<file path="src/rtl/memdat_responder.sv">
`default_nettype none
// ============================================================================
// Module   : memdat_responder
// Purpose  : Memory-side responder for the CS3 bus. Holds the MAR and a
//            2^ADDR_W x 8 data RAM, services wmar/rmem/wmem strobes with a
//            programmable number of wait states and pulses ready on completion.
// Optional : `define MEMDAT_IO_EN to map MAR==IO_ADDR onto the io_in/io_out port
//            instead of RAM. Without it io_out is tied to 0 and io_in is unused.
// Ports    : clk      - system clock, rising edge
//            reset    - asynchronous active-low reset
//            bus_in   - datapath bus (MAR source / write data)
//            wmar     - load MAR from bus_in (IDLE only)
//            rmem     - read request, held until ready
//            wmem     - write request, held until ready
//            mem_out  - registered read data
//            ready    - one-cycle completion pulse
//            busy     - transaction in progress
//            err      - sticky protocol error, err_clr clears it
//            io_in    - external input port
//            io_out   - external output latch
// Revision : 1.0 - initial release
// ============================================================================
module memdat_responder #(
    parameter int         ADDR_W      = 8,
    parameter int         WAIT_CYCLES = 0,
    parameter logic [7:0] IO_ADDR     = 8'hFF
) (
    input  logic       clk,
    input  logic       reset,
    input  logic [7:0] bus_in,
    input  logic       wmar,
    input  logic       rmem,
    input  logic       wmem,
    output logic [7:0] mem_out,
    output logic       ready,
    output logic       busy,
    output logic       err,
    input  logic       err_clr,
    input  logic [7:0] io_in,
    output logic [7:0] io_out
);

    localparam int         c_DEPTH = 1 << ADDR_W;
    localparam logic [3:0] c_WAIT  = 4'(WAIT_CYCLES);

    typedef enum logic [1:0] {
        S_IDLE = 2'd0,
        S_WAIT = 2'd1,
        S_DONE = 2'd2
    } state_t;

    state_t            r_state;
    logic [ADDR_W-1:0] r_mar;
    logic [3:0]        r_cnt;
    logic              r_op_wr;
    logic [7:0]        r_mem_out;
    logic              r_ready;
    logic              r_busy;
    logic              r_err;
    logic [7:0]        r_ram [c_DEPTH];

    logic              w_req_ok;
    logic              w_req_bad;
    logic              w_wmar_bad;
    logic              w_finish;
    logic              w_is_wr;
    logic              w_is_io;
    logic              w_ram_we;
    logic [7:0]        w_rd_data;

    assign w_req_ok   = (r_state == S_IDLE) && (rmem ^ wmem);
    assign w_req_bad  = (r_state == S_IDLE) && rmem && wmem;
    assign w_wmar_bad = (r_state != S_IDLE) && wmar;

    // The access itself happens on the edge that enters DONE, so mem_out is
    // already valid in the cycle that ready is high.
    assign w_finish   = (w_req_ok && (c_WAIT == 4'd0)) ||
                        ((r_state == S_WAIT) && (r_cnt == 4'd1));

    // In IDLE the op has not been latched yet, so take it from the strobe.
    assign w_is_wr    = (r_state == S_IDLE) ? wmem : r_op_wr;

`ifdef MEMDAT_IO_EN
    logic [7:0] r_io_out;

    assign w_is_io   = (8'(r_mar) == IO_ADDR);
    assign w_rd_data = w_is_io ? io_in : r_ram[r_mar];
    assign io_out    = r_io_out;

    always_ff @(posedge clk or negedge reset) begin
        if (!reset) begin
            r_io_out <= 8'h00;
        end else if (w_finish && w_is_wr && w_is_io) begin
            r_io_out <= bus_in;
        end
    end
`else
    logic w_unused_io;

    assign w_is_io     = 1'b0;
    assign w_rd_data   = r_ram[r_mar];
    assign io_out      = 8'h00;
    assign w_unused_io = ^{io_in, IO_ADDR};
`endif

    // Gated by reset so a request held during reset cannot commit a write.
    assign w_ram_we = reset && w_finish && w_is_wr && !w_is_io;

    // RAM contents survive reset, so this array has no reset branch.
    always_ff @(posedge clk) begin
        if (w_ram_we) begin
            r_ram[r_mar] <= bus_in;
        end
    end

    always_ff @(posedge clk or negedge reset) begin
        if (!reset) begin
            r_state   <= S_IDLE;
            r_mar     <= '0;
            r_cnt     <= 4'd0;
            r_op_wr   <= 1'b0;
            r_mem_out <= 8'h00;
            r_ready   <= 1'b0;
            r_busy    <= 1'b0;
            r_err     <= 1'b0;
        end else begin
            r_ready <= 1'b0;

            // A new error event wins over a simultaneous clear.
            if (w_req_bad || w_wmar_bad) begin
                r_err <= 1'b1;
            end else if (err_clr) begin
                r_err <= 1'b0;
            end

            if (wmar && (r_state == S_IDLE)) begin
                r_mar <= bus_in[ADDR_W-1:0];
            end

            if (w_finish) begin
                r_ready <= 1'b1;
                if (!w_is_wr) begin
                    r_mem_out <= w_rd_data;
                end
            end

            case (r_state)
                S_IDLE: begin
                    if (w_req_ok) begin
                        r_op_wr <= wmem;
                        r_cnt   <= c_WAIT;
                        r_busy  <= 1'b1;
                        r_state <= (c_WAIT == 4'd0) ? S_DONE : S_WAIT;
                    end
                end
                S_WAIT: begin
                    r_cnt <= r_cnt - 4'd1;
                    if (r_cnt == 4'd1) begin
                        r_state <= S_DONE;
                    end
                end
                S_DONE: begin
                    r_busy  <= 1'b0;
                    r_state <= S_IDLE;
                end
                default: begin
                    r_busy  <= 1'b0;
                    r_state <= S_IDLE;
                end
            endcase
        end
    end

    assign mem_out = r_mem_out;
    assign ready   = r_ready;
    assign busy    = r_busy;
    assign err     = r_err;

endmodule
`default_nettype wire
</file>
<file path="config.mk">
export PLATFORM = sky130hd
export DESIGN_NAME = memdat_responder
export DESIGN_NICKNAME = d
export VERILOG_FILES = /design/src/rtl/memdat_responder.sv
export SDC_FILE = /design/constraint.sdc
export NUM_CORES = 2
export LEC_CHECK = 0
export ABC_AREA = 1
export CELL_PAD_IN_SITES_DETAIL_PLACEMENT = 0
export CELL_PAD_IN_SITES_GLOBAL_PLACEMENT = 1
export CORE_AREA = 2 2 464 374
export CTS_CLUSTER_DIAMETER = 30
export DETAILED_ROUTE_END_ITERATION = 10
export DIE_AREA = 0 0 466 376
export GPL_ROUTABILITY_DRIVEN = 0
export GPL_TIMING_DRIVEN = 0
export PLACE_DENSITY_LB_ADDON = 0.1
export SYNTH_ARGS = -nofsm -noshare
export SYNTH_HDL_FRONTEND = slang
export SYNTH_SLANG_ARGS = --single-unit
</file>
<file path="constraint.sdc">
create_clock -name clk -period 3.1 [get_ports clk]
set_input_delay 0.62 -clock clk [delete_from_list [all_inputs] [get_ports clk]]
set_output_delay 0.62 -clock clk [all_outputs]
set_load 0.01 [all_outputs]
</file>
; ---- Yosys cells after proc, flatten, opt, wreduce, memory -nomap -nowiden
; Memory sizes are Yosys's and may differ from the RTL's. A register that Yosys moved wholly into a read port is not among the register bits.
; Cells that the tools add are included.
; W data, S select, Z words.
[word_totals]
regBits = 18
latchBits = 0
mem_bits_rw = 2048
mem_bits_ro = 0
inputBits = 22
out_inout_bits = 19
wordCells = 49
n_memories = 1
[op_classes]
addsub = 1
multipliers = 0
n_div = 0
order_cmp = 0
n_eq_ne = 4
n_shift = 0
muxes = 13
n_bitwise = 3
n_reduce_logical = 20
[memory_table]
columns = memory, words, word_bits, read_ports, rd_clocked_by_memory_dff, write_ports, line_no
row1 = r_ram, 256, 8, 1, 1, 1, 60  ; logic [7:0] r_ram [c_DEPTH];
[ops]
columns = operator, count
row1 = $reduce_and A2 Y1, 5
row2 = $logic_and A1 B1 Y1, 8
row3 = $pmux W4 S2, 1
row4 = $mux W1, 7
row5 = $reduce_bool A2 Y1, 3
row6 = $eq A4 B1 Y1 const B, 1
row7 = $mux W2, 2
row8 = $mux W4, 1
row9 = $pmux W2 S2, 1
row10 = $sub A4 B1 Y4 const B, 1
row11 = $eq A2 B1 Y1 const B, 1
row12 = $logic_not A2 Y1, 1
row13 = $logic_or A1 B1 Y1, 2
row14 = $ne A2 B1 Y1 const B, 1
row15 = $ne A2 B2 Y1 const B, 1
row16 = $not A1 Y1, 2
row17 = $pmux W1 S2, 1
row18 = $logic_not A1 Y1, 1
row19 = $xor A1 B1 Y1, 1

; ---- Longest topological paths before layout
[logic_depth]
ltp_word = 7
mapped_depth = 17
mapped_depth_nobuf = 15

; ---- Worst setup path after synthesis
; No wires, ideal clock.
[synth_path]
path_type = input-to-reg
from = in rmem
to = mem r_ram[112][0] (enable)
setup_ns = 0.370
arrival_ns = 1.994
required_ns = 2.730
path_slack_ns = 0.736
stages = 6
path_buffers = 1
cell_sequence = inv_1 > nand4_1 > nor3_1 > nand2_1 > clkbuf_1 > nor2_1
[synth_between]
elab_chain_cells = 7
[synth_rtl]
columns = item, line_no
row1 = from (decl), 32  ; input logic rmem,
row2 = $xor A1 B1 Y1, 71  ; assign w_req_ok = (r_state == S_IDLE) && (rmem ^ wmem);
row3 = $logic_and A1 B1 Y1, 71
row4 = $logic_or A1 B1 Y1, 77  ; assign w_finish = (w_req_ok && (c_WAIT == 4'd0)) ||
row5 = $logic_and A1 B1 Y1 (2 in a row), 107  ; assign w_ram_we = reset && w_finish && w_is_wr && !w_is_io;
row6 = $mux W1, 111  ; if (w_ram_we) begin
row7 = $mux W1 (not written as such), 112  ; r_ram[r_mar] <= bus_in;
row8 = to (decl), 60
; No other way between the ends.

==> metrics.txt <==
Max VDD drop=about 0.7 mV; switching power=approximately 0.024 W; die area=175000 um2; non-filler cells, final=between 10000 and 15000; Initial Util=49.8%; Cell Rows=approximately 140; Worst EP arrival=a little over 4 ns; core area=~170000 um2; largest net degree at the start of global routing=approximately 140; CTS sink count=about 2100; WL/cell=28.4 um; DP Cell Count=10200; fin. max-slew vios=0; Syn Inst Count=between 7000 and 8000; Final Core Density=approximately 61%; RSZ-0062 raised after global routing=true; switching part of the total power=between 20% and 30%; IO Count=41; Net count, final=approximately 8400; Sequential Power Share=36.2%; Mapped Area=85000 um2; Worst-Skew Late Latency=roughly 0.95 ns; area occupied by multi-input gates=~23000 um2; final setup fails=56; Pwr Density=816 nW/um2; power share of the clock group=49.1%; chip height=about 380 um; number of vias per cell=5.76; clock root buffer master=clkbuf_16; Worst Path Max Fanout=10; Rel. slew slack=4.82%; Hold Slack=between 0.09 and 0.1 ns; Cell Int Power=0.0611 W; DR DRC count=0; Vias=~63000; Layout fillers=13700; DR iter-0 viols=between 9000 and 10000; Critical Path Sink Type=flip-flop; port bufs=24; Gate power share=between 10% and 20%; CTS max path bufs=4; DP HPWL=approximately 210 mm; vias in the first global route=approximately 58000; fmax=between 300 and 400 MHz; number of synthesized register bits=a little over 2000; register area=around 62000 um2; synthesized area per cell=approximately 11 um2; H-tree depth=5; Max Cap Viol=0; Synth-to-Final Area Change=23.1%; Congestion Overflow GR=0; final worst-path cycle share=107%; Hold WC Path Type=in2reg; first-pass GRT wire length=~430 mm; most common cell after layout, fill and taps aside=nand2_1; synth unique cells=21; Ys Warns=0; Slew @ Worst Pin=1.43 ns; worst clock skew=approximately 0.052 ns; status=finished with violations; drt pass-1 iters=6; Leak=40.4 nW; gr usage total=35.1%; ANT nets after route=0; failing checks=setup timing; clock-pin slew on the worst setup and hold paths=approximately 0.050 ns; Critical Path RT=around 3.9 ns; crit start category=flip-flop; antenna violations before repair=13; min Tclk post-route=3.30 ns; crit path kind=reg2reg; routed wire length=a little over 300 mm; commonest cells after routing, fill and taps aside=3954 x nand2_1, 2048 x edfxtp_1, 483 x nand3_1, 402 x clkbuf_16, 353 x nor2_1; layout cells sized above 1=roughly 16%; number of buffers created by CTS=395; sequential area share after synthesis=between 70% and 80%; Die Width=between 400 and 500 um; Final Hold Viols=0; setup_tns=-1.37 ns; CTS tree=done; final setup margin=-0.203 ns
-- synthesized netlist by cell type --
master	n	share of area, %
nand2_1	3973	18
edfxtp_1	2048	72
nor2_1	608	2.7
nand3_1	488	2.9
clkbuf_1	219	0.97
nand4_1	185	1.4
buf_2	173	1.0
buf_1	48	0.21
inv_1	22	0.097
dfrtp_1	19	0.56
buf_4	14	0.12
a21oi_1	9	0.053
or2_2	8	0.059
nor3_1	3	0.018
o21ai_0	3	0.018
inv_2	2	0.0088
nor3_2	2	0.024
clkinv_1	1	0.0044
conb_1	1	0.0044
mux2_2	1	0.013
nor2_2	1	0.0074
-- registers in the layout, indices dropped and copies added, names as in the netlist --
signal / flops
r_ram: 2048
mem_out: 8
r_mar: 8
err: 1
r_state: 1
ready: 1
-- worst paths after layout --
check	startpoint	endpoint	slack [ns]	cells past startpoint
max in group asynchronous	reset	r_mar[5]$_DFFE_PN0P_	2.44	3
min	bus_in[1]	r_ram[79][1]$_DFFE_PP_	0.1	1
min in group asynchronous	reset	mem_out[7]$_DFFE_PN0P_	0.45	3
max	r_mar[0]$_DFFE_PN0P_	mem_out[7]$_DFFE_PN0P_	-0.20	17
max reg2reg	r_mar[0]$_DFFE_PN0P_	mem_out[7]$_DFFE_PN0P_	-0.20	17
min reg2reg	err$_DFFE_PN0P_	err$_DFFE_PN0P_	0.53	2
-- power by group through the flow --
stage               logic (W)  clock network [W]  registers [W]
finish                 0.0126             0.0419         0.0309
global route           0.0131             0.0434         0.0309
CTS                    0.0118             0.0420         0.0309
detailed placement     0.0115                  0         0.0314
global placement       0.0114                  0         0.0318
floorplan             0.00582                  0         0.0314
-- timing repair --
| action | 4_1_cts | 5_1_grt |
|---|---|---|
| buffers inserted | 59 | 5 |
| cloned | 0 | 0 |
| resized for setup | 497 | 333 |
| setup endpoints to repair | 2056 | 1234 |
| hold endpoints to repair | 70 | 0 |
| pin swaps | 33 | 7 |
| hold buffers | 6 | 0 |
-- cell type report --
cell class	count	share of cell area (%)
Antenna cell	3	0.00717
Buffer	454	2.38
Clock buffer	439	9.73
Clock inverter	266	2.67
Inverter	25	0.0897
Multi-Input combinational cell	5289	21.7
Sequential cell	2067	59.2
Tap cell	2277	2.72
Timing Repair Buffer	114	1.49
-- logic make-up after synthesis --
group | count (synthesis) | synth area share, %
AOI/OAI and AO/OA | 12 | 0.0706
buffers and inverters | 479 | 2.43
DFF | 2067 | 72.9
other | 1 | 0.00441
and+or+nand+nor | 5268 | 24.6
muxes | 1 | 0.0132
-- metal layers --
layer	vias to the layer above	routed length [um]	track usage, %	share of wire [%]
li1	27500	-	-	-
met1	30800	128000	52.0	41
met2	4014	127000	48.0	41
met3	613	44400	11.9	14
met4	8	12100	12.6	3.9
met5	-	58	0	0.019
-- worst max-delay path: stages (launching register included) --
cell	delay (ns)
dfrtp_1	0.42
inv_2	0.13
buf_2	0.30
clkbuf_2	0.39
nand2_1	0.14
nand2_1	0.06
nand2_1	0.05
nand3_1	0.19
nand2_1	0.12
nand2_1	0.07
nor2_1	0.24
nor2_1	0.09
nor2_1	0.17
nand2_1	0.07
nand2_1	0.11
nand3_1	0.31
nor2_2	0.26
nor2_1	0.06
-- through the flow --
| step | instance area (um2) | setup WS, ns | total power (W) |
|---|---|---|---|
| global route | 105000 | -0.176 | 0.0873 |
| global placement | 88100 | -8.07 | 0.0432 |
| floorplan | 85000 | 0.736 | 0.0373 |
| detailed placement | 88700 | -2.44 | 0.0430 |
| CTS | 104000 | -0.257 | 0.0847 |
| finish | 105000 | -0.203 | 0.0854 |
No activity file was read; power rests on OpenSTA's default activity.
